`src/rtl/line_clock_out_engine.sv`:
```
// Clocks one display line of 32-bit words out of a line FIFO toward the SLM.
// Fixed two-cycle latency from FIFO pop to slm_data; stall watchdog aborts a starved line.
module line_clock_out_engine #(
  parameter int WORDS_PER_LINE  = 40,
  parameter int LINES_PER_FRAME = 1280,
  parameter int STALL_LIMIT     = 255
) (
  input  logic        fpga_clk,
  input  logic        reset_all,
  input  logic        start_line,
  input  logic        fifo_empty,
  input  logic [31:0] fifo_rd_data,
  input  logic        clr_err,
  output logic        fifo_rd_en,
  output logic [31:0] slm_data,
  output logic        slm_data_valid,
  output logic        slm_line_start,
  output logic        line_done,
  output logic        frame_done,
  output logic        busy,
  output logic [10:0] line_index,
  output logic        underrun_err
);

  // Handshake: fifo_rd_en is a pop strobe, the FIFO presents the popped word on
  // fifo_rd_data the next cycle; slm_data is meaningful only while slm_data_valid=1
  // and the SLM side has no back-pressure.

  typedef enum logic [1:0] {
    IDLE  = 2'd0,
    READ  = 2'd1,
    DRAIN = 2'd2
  } state_t;

  localparam logic [7:0]  WPL        = 8'(WORDS_PER_LINE);
  localparam logic [7:0]  LAST_WORD  = 8'(WORDS_PER_LINE - 1);
  localparam logic [7:0]  STALL_LAST = 8'(STALL_LIMIT - 1);
  localparam logic [10:0] LAST_LINE  = 11'(LINES_PER_FRAME - 1);

  state_t     state;
  logic [7:0] req_cnt;
  logic [7:0] out_cnt;
  logic [7:0] stall_cnt;
  logic       rd_pend;
  logic       aborted;

  logic stalling;
  logic stall_trip;
  logic last_out;

  assign fifo_rd_en = (state == READ) & ~fifo_empty & (req_cnt < WPL);
  assign stalling   = (state == READ) &  fifo_empty & (req_cnt < WPL);
  assign stall_trip = stalling & (stall_cnt == STALL_LAST);
  // An aborted line never reaches its last word, the gate keeps that explicit.
  assign last_out   = rd_pend & (out_cnt == LAST_WORD) & ~aborted;

  always_ff @(posedge fpga_clk or posedge reset_all) begin
    if (reset_all) begin
      state          <= IDLE;
      req_cnt        <= 8'd0;
      out_cnt        <= 8'd0;
      stall_cnt      <= 8'd0;
      rd_pend        <= 1'b0;
      aborted        <= 1'b0;
      slm_data       <= 32'd0;
      slm_data_valid <= 1'b0;
      slm_line_start <= 1'b0;
      line_done      <= 1'b0;
      frame_done     <= 1'b0;
      busy           <= 1'b0;
      line_index     <= 11'd0;
      underrun_err   <= 1'b0;
    end else begin
      rd_pend        <= fifo_rd_en;
      slm_data_valid <= rd_pend;
      slm_line_start <= rd_pend & (out_cnt == 8'd0);
      line_done      <= last_out;
      frame_done     <= last_out & (line_index == LAST_LINE);

      if (rd_pend) begin
        slm_data <= fifo_rd_data;
        out_cnt  <= out_cnt + 8'd1;
      end

      if (stall_trip) begin
        underrun_err <= 1'b1;
      end else if (clr_err) begin
        underrun_err <= 1'b0;
      end

      if (line_done) begin
        line_index <= (line_index == LAST_LINE) ? 11'd0 : line_index + 11'd1;
      end

      case (state)
        IDLE: begin
          if (start_line) begin
            state     <= READ;
            busy      <= 1'b1;
            req_cnt   <= 8'd0;
            out_cnt   <= 8'd0;
            stall_cnt <= 8'd0;
            aborted   <= 1'b0;
          end
        end
        READ: begin
          if (fifo_rd_en) begin
            req_cnt   <= req_cnt + 8'd1;
            stall_cnt <= 8'd0;
            if (req_cnt == LAST_WORD) begin
              state <= DRAIN;
            end
          end else if (stalling) begin
            stall_cnt <= stall_cnt + 8'd1;
            if (stall_trip) begin
              aborted <= 1'b1;
              state   <= DRAIN;
            end
          end
        end
        DRAIN: begin
          // Aborted lines leave once the last popped word has reached slm_data.
          if (line_done || (aborted && !rd_pend)) begin
            state <= IDLE;
            busy  <= 1'b0;
          end
        end
        default: begin
          state <= IDLE;
          busy  <= 1'b0;
        end
      endcase
    end
  end

endmodule

```
`config.mk`:
```
export PLATFORM = sky130hd
export DESIGN_NAME = line_clock_out_engine
export DESIGN_NICKNAME = d
export VERILOG_FILES = /design/src/rtl/line_clock_out_engine.sv
export SDC_FILE = /design/constraint.sdc
export NUM_CORES = 1
export LEC_CHECK = 0
export BUFFER_PORTS_ARGS = -buffer_cell sky130_fd_sc_hd__buf_4
export CAP_MARGIN = 30
export CORE_MARGIN = 4
export CORE_UTILIZATION = 40
export DETAILED_ROUTE_END_ITERATION = 8
export GPL_TIMING_DRIVEN = 0
export PLACE_DENSITY_LB_ADDON = 0.15
export SETUP_SLACK_MARGIN = 0.05
export SLEW_MARGIN = 0
export SYNTH_ARGS = -nofsm -noshare
export SYNTH_HDL_FRONTEND = slang
export SYNTH_SLANG_ARGS = --single-unit
```
`constraint.sdc`:
```
create_clock -name fpga_clk -period 2.82 [get_ports fpga_clk]
set_clock_uncertainty 0.05 [all_clocks]
set_input_delay 0.423 -clock fpga_clk [delete_from_list [all_inputs] [get_ports fpga_clk]]
set_output_delay 0.423 -clock fpga_clk [all_outputs]
set_load 0.05 [all_outputs]
```
# Word level (Yosys, flattened, before mapping)
# Cells that the tools add are included.
[op_classes]
n_mux = 27
n_addsub = 4
order_cmp = 1
n_bitwise = 12
n_reduce_logical = 12
n_eq_ne = 15
[ops]
columns = ["operator", "n"]
rows = [
  ["$mux W8", 7],
  ["$pmux W8 S2", 2],
  ["$add A8 B1 Y8 const B", 3],
  ["$eq A8 B6 Y1 const B", 2],
  ["$mux W2", 6],
  ["$ne A2 B2 Y1 const B", 6],
  ["$add A11 B1 Y11 const B", 1],
  ["$eq A11 B11 Y1 const B", 1],
  ["$mux W11", 1],
  ["$reduce_and A5 Y1", 2],
  ["$and A1 B1 Y1", 9],
  ["$reduce_and A3 Y1", 3],
  ["$eq A8 B8 Y1 const B", 1],
  ["$logic_not A8 Y1", 1],
  ["$lt A8 B6 Y1 const B", 1],
  ["$mux W1", 8],
  ["$ne A3 B3 Y1 const B", 2],
  ["$pmux W2 S3", 1],
  ["$reduce_bool A2 Y1", 2],
  ["$ne A3 B2 Y1 const B", 1],
  ["$not A1 Y1", 3],
  ["$pmux W1 S3", 1],
  ["$eq A2 B1 Y1 const B", 1],
  ["$eq A2 B2 Y1 const B", 1],
  ["other kinds (5)", 5],
]
[word_totals]
input_bits = 37
regBits = 77
output_inout_bits = 50
word_cells = 85

# Logic depth before layout (Yosys ltp)
# Gate-level depths: netlist of run 1.
[depth]
ltp_word = 8
depth_mapped = 6
ltp_nobuf = 6

# Worst setup path after synthesis of run 1
# Ideal clock, no wire load.
[synth_path]
path_kind = "register to register"
from = "register req_cnt[7]"
to = "register req_cnt[4]"
path_stages_with_launch = 5
period_less_slack_ns = 2.012
setup_ns = 0.127
setup_slack_ns = 0.808
t_required_ns = 2.643
t_arrival_ns = 1.834
path_buffers = 0
path_cell_list = "dfrtp_1 -> or3_4 -> nor3_2 -> nand4_1 -> mux2i_1"
[synth_via]
elab_chain_len = 4
[synth_rtl]
columns = ["element", "line", "text"]
rows = [
  ["from (decl)", "41", "logic [7:0] req_cnt;"],
  ["from (signal assigned)", "108", "req_cnt <= req_cnt + 8'd1;"],
  ["$lt A8 B6 Y1", "51", "assign fifo_rd_en = (state == READ) & ~fifo_empty & (req_cnt < WPL);"],
  ["$and A1 B1 Y1", "51", ""],
  ["net fifo_rd_en", "14", "output logic fifo_rd_en,"],
  ["$ne A2 B2 Y1 (no source line)", "--", ""],
  ["$reduce_and A3 Y1 (no source line)", "--", ""],
]
# The timed path passes the listed nets, and every way through them passes these cells.
# A chain may end at the register's enable or synchronous reset.

# Final worst setup path of run 1
[layout_path]
from = "register req_cnt[7]"
to = "output fifo_rd_en"
[layout_via]
elab_chain_len = 2
[layout_rtl]
columns = ["element", "line"]
rows = [
  ["$lt A8 B6 Y1", "51"],
  ["$and A1 B1 Y1", "51"],
  ["to (decl)", "14"],
]
# Every way passes these cells.

==> results of run 1 <==
flip-flops by register name, summed over array words and instances (netlist names), 2 cells and up:
register	count
out_cnt	8
slm_data	32
stall_cnt	8
line_index	11
state	2
req_cnt	8
through the flow:
step | hold WS (ns) | TNS (ns)
final | 0.2099 | 0
after global routing | 0.2128 | 0
after CTS | 0.1930 | 0
after detailed placement | 0.3219 | 0
after global placement | 0.4141 | -50.93
after floorplan | 0.3589 | 0
cells by family (layout without fill, tap and decap cells):
family          Yosys count  after routing  synth area share (%)
simple gates             89             89                 14.65
flops                    77             77                 58.16
mux                      37             37                 12.42
compound gates           34             34                 6.420
buf+inv                  16            120                 2.115
xor+xnor                 15             15                 3.965
fa+ha+maj                 6              6                 2.266
layout make-up:
type,count,area share (%)
inverter,10,0.9273
timing repair buffer,88,15.82
tap,102,2.956
sequential,77,44.62
buffer,6,0.7534
clock buffer,10,2.956
clock inverter,6,1.478
multi-input combinational,181,30.48
cells in the final DEF, fill, tap and decap left out, types with 3 or more instances in the layout:
master	instances
inv_1	9
dfrtp_1	77
xor2_1	6
and2_1	3
nand4_1	10
a21oi_1	11
mux2i_1	4
and4_1	4
nor2_1	21
nand2_1	17
mux2_2	32
buf_4	86
xnor2_1	9
nor3_1	3
o21ai_0	11
or3_1	7
nand3_1	8
ha_1	6
clkbuf_8	9
power by group:
part           switching, uW  total (uW)  internal [uW]
Sequential               216        1600           1380
Clock                    396         804            407
Combinational            966        1520            555
Total                   1580        3920           2340
metal layers:
layer,vias up,share of wire (%),GRT usage [%]
met1,1121,47,19.37
met3,9,6.8,3.751
met4,0,1.3,5.672
li1,1171,-,-
met2,69,45,21.75
met5,-,0,0
path summary, 6_finish.rpt:
path                                   startpoint                        to  slack (ns)  cells after the start
setup / recovery           req_cnt[7]$_DFFE_PP0P_                fifo_rd_en        0.65                      3
hold / removal                            clr_err  underrun_err$_DFFE_PP0P_        0.21                      2
setup reg to reg           req_cnt[7]$_DFFE_PP0P_    req_cnt[0]$_DFFE_PP0P_        1.09                      3
hold reg to reg                 rd_pend$_DFF_PP0_  slm_data_valid$_DFF_PP0_        0.41                      0
max in group asynchronous               reset_all      out_cnt[2]$_DFF_PP0_        1.65                      4
min in group asynchronous               reset_all   slm_data[1]$_DFFE_PP0P_        0.52                      3
==> reports/qor.yml, run 1 <==
core_area_mm2: 0.007888
max_stage_delay_ns: 0.43
cts_buffers: 9
grt_max_degree: 64
post_cts_resized: 0
cts.sink_count: 77
ys_ff_latch: 77
synthArstFlopShare_pct: 100.0
fin_crit_sh_pct: 77.03
setup_violations: 0
grt_pass1_vias: 2392
antenna_found_initial: 0
final_layout_size_suffix_gt1_share_pct: 38.36
root_buffer: "clkbuf_8"
crit_buf_inv: 1
gp_congestion: 0.7998
floorplan.die.height_um: 99.01
ys_seq_area_share_pct: 58.16
path_class: "reg2out"
worstSetupStartpointType: "flop"
rsz0062_at_grt: "false"
p_per_area_mw_per_mm2: 908.5
num_vias: 2370
multiInputGateArea_mm2: 0.001316
p_leak_uw: 0.002015
ios: 87
drcViolationCount: 0
fmax_ghz: 0.4603
detailed_place_hpwl_mm: 4.915
status: "completed"
syn_avg_cell_area_um2: 12.09
critical_path.top_delay_family: "simple AND/OR/NAND/NOR gates"
power_uw: 3923
nNetsFinal: 416
arrival_ns: 1.70
htreeDepth: 3
ir_worst_vdd_uv: 430.9
synth_edf_count: 0
start_util_pct: 42.01
final_cell_count_no_fill: 480
cts_tree: "done"
yosys-top-cells-count: "dfrtp_1, mux2_2, nor2_1"
max_slew.worst_pin.slew_ns: 0.5660
netlist.area_leader.share_pct: 58.16
cts_setup_buffers: 0
routed_wl_mm: 6.728
rows: 32
io_buffers: 86
grtUsageTotal_pct: 14.25
ys_warn_count: 0
clk_path_buf_depth: 2
drt-pass1-iter-count: 4
slew_violations: 0
crit_fanout: 4
final.min_clock_period_ns: 2.172
utilization_pct: 54.74
syn_area_mm2: 0.003313
place_ws_ns: 0.9246
synth.most_common_cell: "dfrtp_1"
synth.top_cells.by_area: "dfrtp_1, mux2_2, nor2_1"
slew-limit-headroom_pct: 62.27
cp-end-kind: "output pin"
seq_area_mm2: 0.001927
dieArea_mm2: 0.009803
ys.flop_type: "dfrtp_1"
synthToLayoutAreaGrowth_pct: 30.32
dpl_cell_area_mm2: 0.004116
ant_nets: 0
hold_violations: 0
grt-ovfl-total: 0
n_antenna_cell: 0
grt_pass1_wl_mm: 11.45
die_w_um: 99.01
fillCellCount: 698
min_path_type: "in2reg"
design_area_mm2: 0.004318
postCtsHoldBufs: 1
path_cells: "or3_4 -> nor3_2 -> buf_4"
synth.distinct_cells: 45
synthCells: 274
synth_area_leader_cell: "dfrtp_1"
finalWorstSetupSlack_ns: 0.6476
dp.cells: 463
cap_viol_max_count: 0
required_ns: 2.35
synth.net_count: 317
path_clk_slew_ns: 0.08
via_per_inst: 4.938
avgRoutedWirePerCell_um: 14.02
crit_slowest_cell: "or3_4"
clk_latency_ns: 0.34
first_iter_violations: 73
No activity file was read; power rests on OpenSTA's default activity.
==> run 2: changes to the inputs <==
==> constraint.sdc (replaced) <==
create_clock -name fpga_clk -period 1.8 [get_ports fpga_clk]
set_clock_uncertainty 0.05 [all_clocks]
set_input_delay 0.27 -clock fpga_clk [delete_from_list [all_inputs] [get_ports fpga_clk]]
set_output_delay 0.27 -clock fpga_clk [all_outputs]
set_load 0.05 [all_outputs]
==> reports/qor.yml, run 2 (synthesized netlist as in run 1, its figures left out) <==
cts_tree: "done"
n_antenna_cell: 0  # unchanged
dr_wl_met2_mm: 3.160  # +5.3%
cp-end-kind: "output pin"
setup_violations: 0  # unchanged
crit_buf_inv: 1  # unchanged
reg.largest.list: "slm_data (32), line_index (11)"
grt_pass1_wl_mm: 11.89  # +3.8%
hold_violations: 0  # unchanged
path_clk_slew_ns: 0.09  # about the same
gp_congestion: 0.7602  # -5.0%
grt-ovfl-total: 0  # unchanged
ant_nets: 0  # unchanged
layout_commonest_cell: "buf_4"
num_vias: 2439  # +2.9%
dieArea_mm2: 0.009803  # unchanged
nNetsFinal: 422  # +1.4%
cts_buffers: 9  # unchanged
required_ns: 1.48  # -0.87 ns
critical_path.top_delay_family: "flip-flops"
max_stage_delay_ns: 0.45  # +0.02 ns
p_per_area_mw_per_mm2: 1476  # +62%
arrival_ns: 1.47  # -0.23 ns
core_area_mm2: 0.007888  # unchanged
fin_crit_sh_pct: 99.32
ios: 87  # unchanged
wl_met1_mm: 3.394  # +6.8%
finalSetupTns_ns: 0  # unchanged
start_util_pct: 42.01  # unchanged
cts.sink_count: 77  # unchanged
io_buffers: 86  # unchanged
dp.cells: 463  # unchanged
crit_fanout: 5  # +1
min_path_type: "in2async"
rows: 32  # unchanged
top_register: "slm_data"
grt_max_degree: 40  # -38%
detailed_place_hpwl_mm: 5.076  # +3.3%
cap_viol_max_count: 0  # unchanged
crit_slowest_cell: "dfrtp_2"
path_class: "reg2out"
final_layout_size_suffix_gt1_share_pct: 42.45  # +4.1 points
ir_worst_vdd_uv: 726.8  # +69%
wl_met3_um: 461  # +0.44%
p_leak_uw: 0.002067  # +2.6%
path_cells: "o21a_4 -> nor3_4 -> buf_6"
grt_pass1_vias: 2452  # +2.5%
first_iter_violations: 57  # -22%
clk_latency_ns: 0.34  # about the same
slew_violations: 0  # unchanged
final_cell_mix: "buf_4, dfrtp_1, mux2_2"
grtUsageTotal_pct: 15.11  # +0.85 points
drcViolationCount: 0  # unchanged
rsz0062_at_grt: "true"
postCtsHoldBufs: 0  # -1
highest_layer: "met4"
routed_wl_mm: 7.073  # +5.1%
final_cell_count_no_fill: 486  # +1.3%
die_w_um: 99.01  # unchanged
drt-pass1-iter-count: 4  # unchanged
synthToLayoutAreaGrowth_pct: 34.63
fmax_ghz: 0.5594
status: "completed"
clk_path_buf_depth: 2  # unchanged
final.min_clock_period_ns: 1.788
worstSetupStartpointType: "flop"
via_per_inst: 5.019  # +1.6%
avgRoutedWirePerCell_um: 14.55  # +3.8%
antenna_found_initial: 0  # unchanged
htreeDepth: 3  # unchanged
root_buffer: "clkbuf_8"
floorplan.die.height_um: 99.01  # unchanged
max_slew.worst_pin.slew_ns: 0.8482  # +0.2822 ns
largest_reg_flops: 32  # unchanged
slew-limit-headroom_pct: 43.33  # -19 points
-- run 2: worst register-to-register path, stage by stage, from the launching register on --
cell	delay, ns
dfrtp_1	0.38
or3_4	0.39
buf_4	0.16
buf_4	0.13
nor4_2	0.32
xnor2_1	0.16
nor2_1	0.05
-- run 2: final timing paths --
check | startpoint | to | slack, ns | cells after the start
max | req_cnt[4]$_DFFE_PP0P_ | fifo_rd_en | 0.01 | 3
min | reset_all | slm_data[30]$_DFFE_PP0P_ | 0.04 | 2
max in group asynchronous | reset_all | req_cnt[3]$_DFFE_PP0P_ | 0.99 | 3
min reg2reg | rd_pend$_DFF_PP0_ | slm_data_valid$_DFF_PP0_ | 0.43 | 0
max reg2reg | req_cnt[6]$_DFFE_PP0P_ | req_cnt[3]$_DFFE_PP0P_ | 0.02 | 6
min in group fpga_clk | clr_err | underrun_err$_DFFE_PP0P_ | 0.09 | 2
-- run 2: final cells by class --
type / instances / area [um2]
fillers: 680 / 3427
flip-flops and latches: 77 / 1932
multi-input cells: 181 / 1358
repair buffers: 94 / 721.9
well taps: 102 / 127.6
clock buffers: 9 / 123.9
clock inverters: 7 / 122.6
inverters: 10 / 41.29
plain buffers: 6 / 33.78
-- run 2: where the power goes --
part           internal, uW  switching [uW]  total [uW]
registers              2170             355        2530
clock network           928             667        1600
logic                   922            1540        2460
total                  4020            2560        6580
-- run 2: what timing repair did --
item,in CTS,in global routing
pin swaps,3,2
endpoints found under the setup margin,22,7
resized for setup,4,10
buffers inserted,5,2
-- run 2: layer usage --
| layer | vias to the layer above | GRT usage (%) |
|---|---|---|
| li1 | 1189 | - |
| met1 | 1182 | 20.32 |
| met2 | 60 | 22.73 |
| met3 | 8 | 5.237 |
| met4 | 0 | 5.252 |
| met5 | - | 0 |
-- run 2: metrics by stage --
step                instance area, um2  hold WS (ns)  worst slack (ns)  power (uW)  utilization (%)
floorplan                         3323        0.3190           0.04132        4211                -
global placement                  4096        0.4108           0.02308        4895            51.94
detailed placement                4116        0.4153          -0.01211        4968            52.19
CTS                               4409       0.05490          -0.03999        6596            55.90
global route                      4461       0.06741          -0.04349        6973            56.55
finish                            4461       0.03770           0.01221        6583            56.55
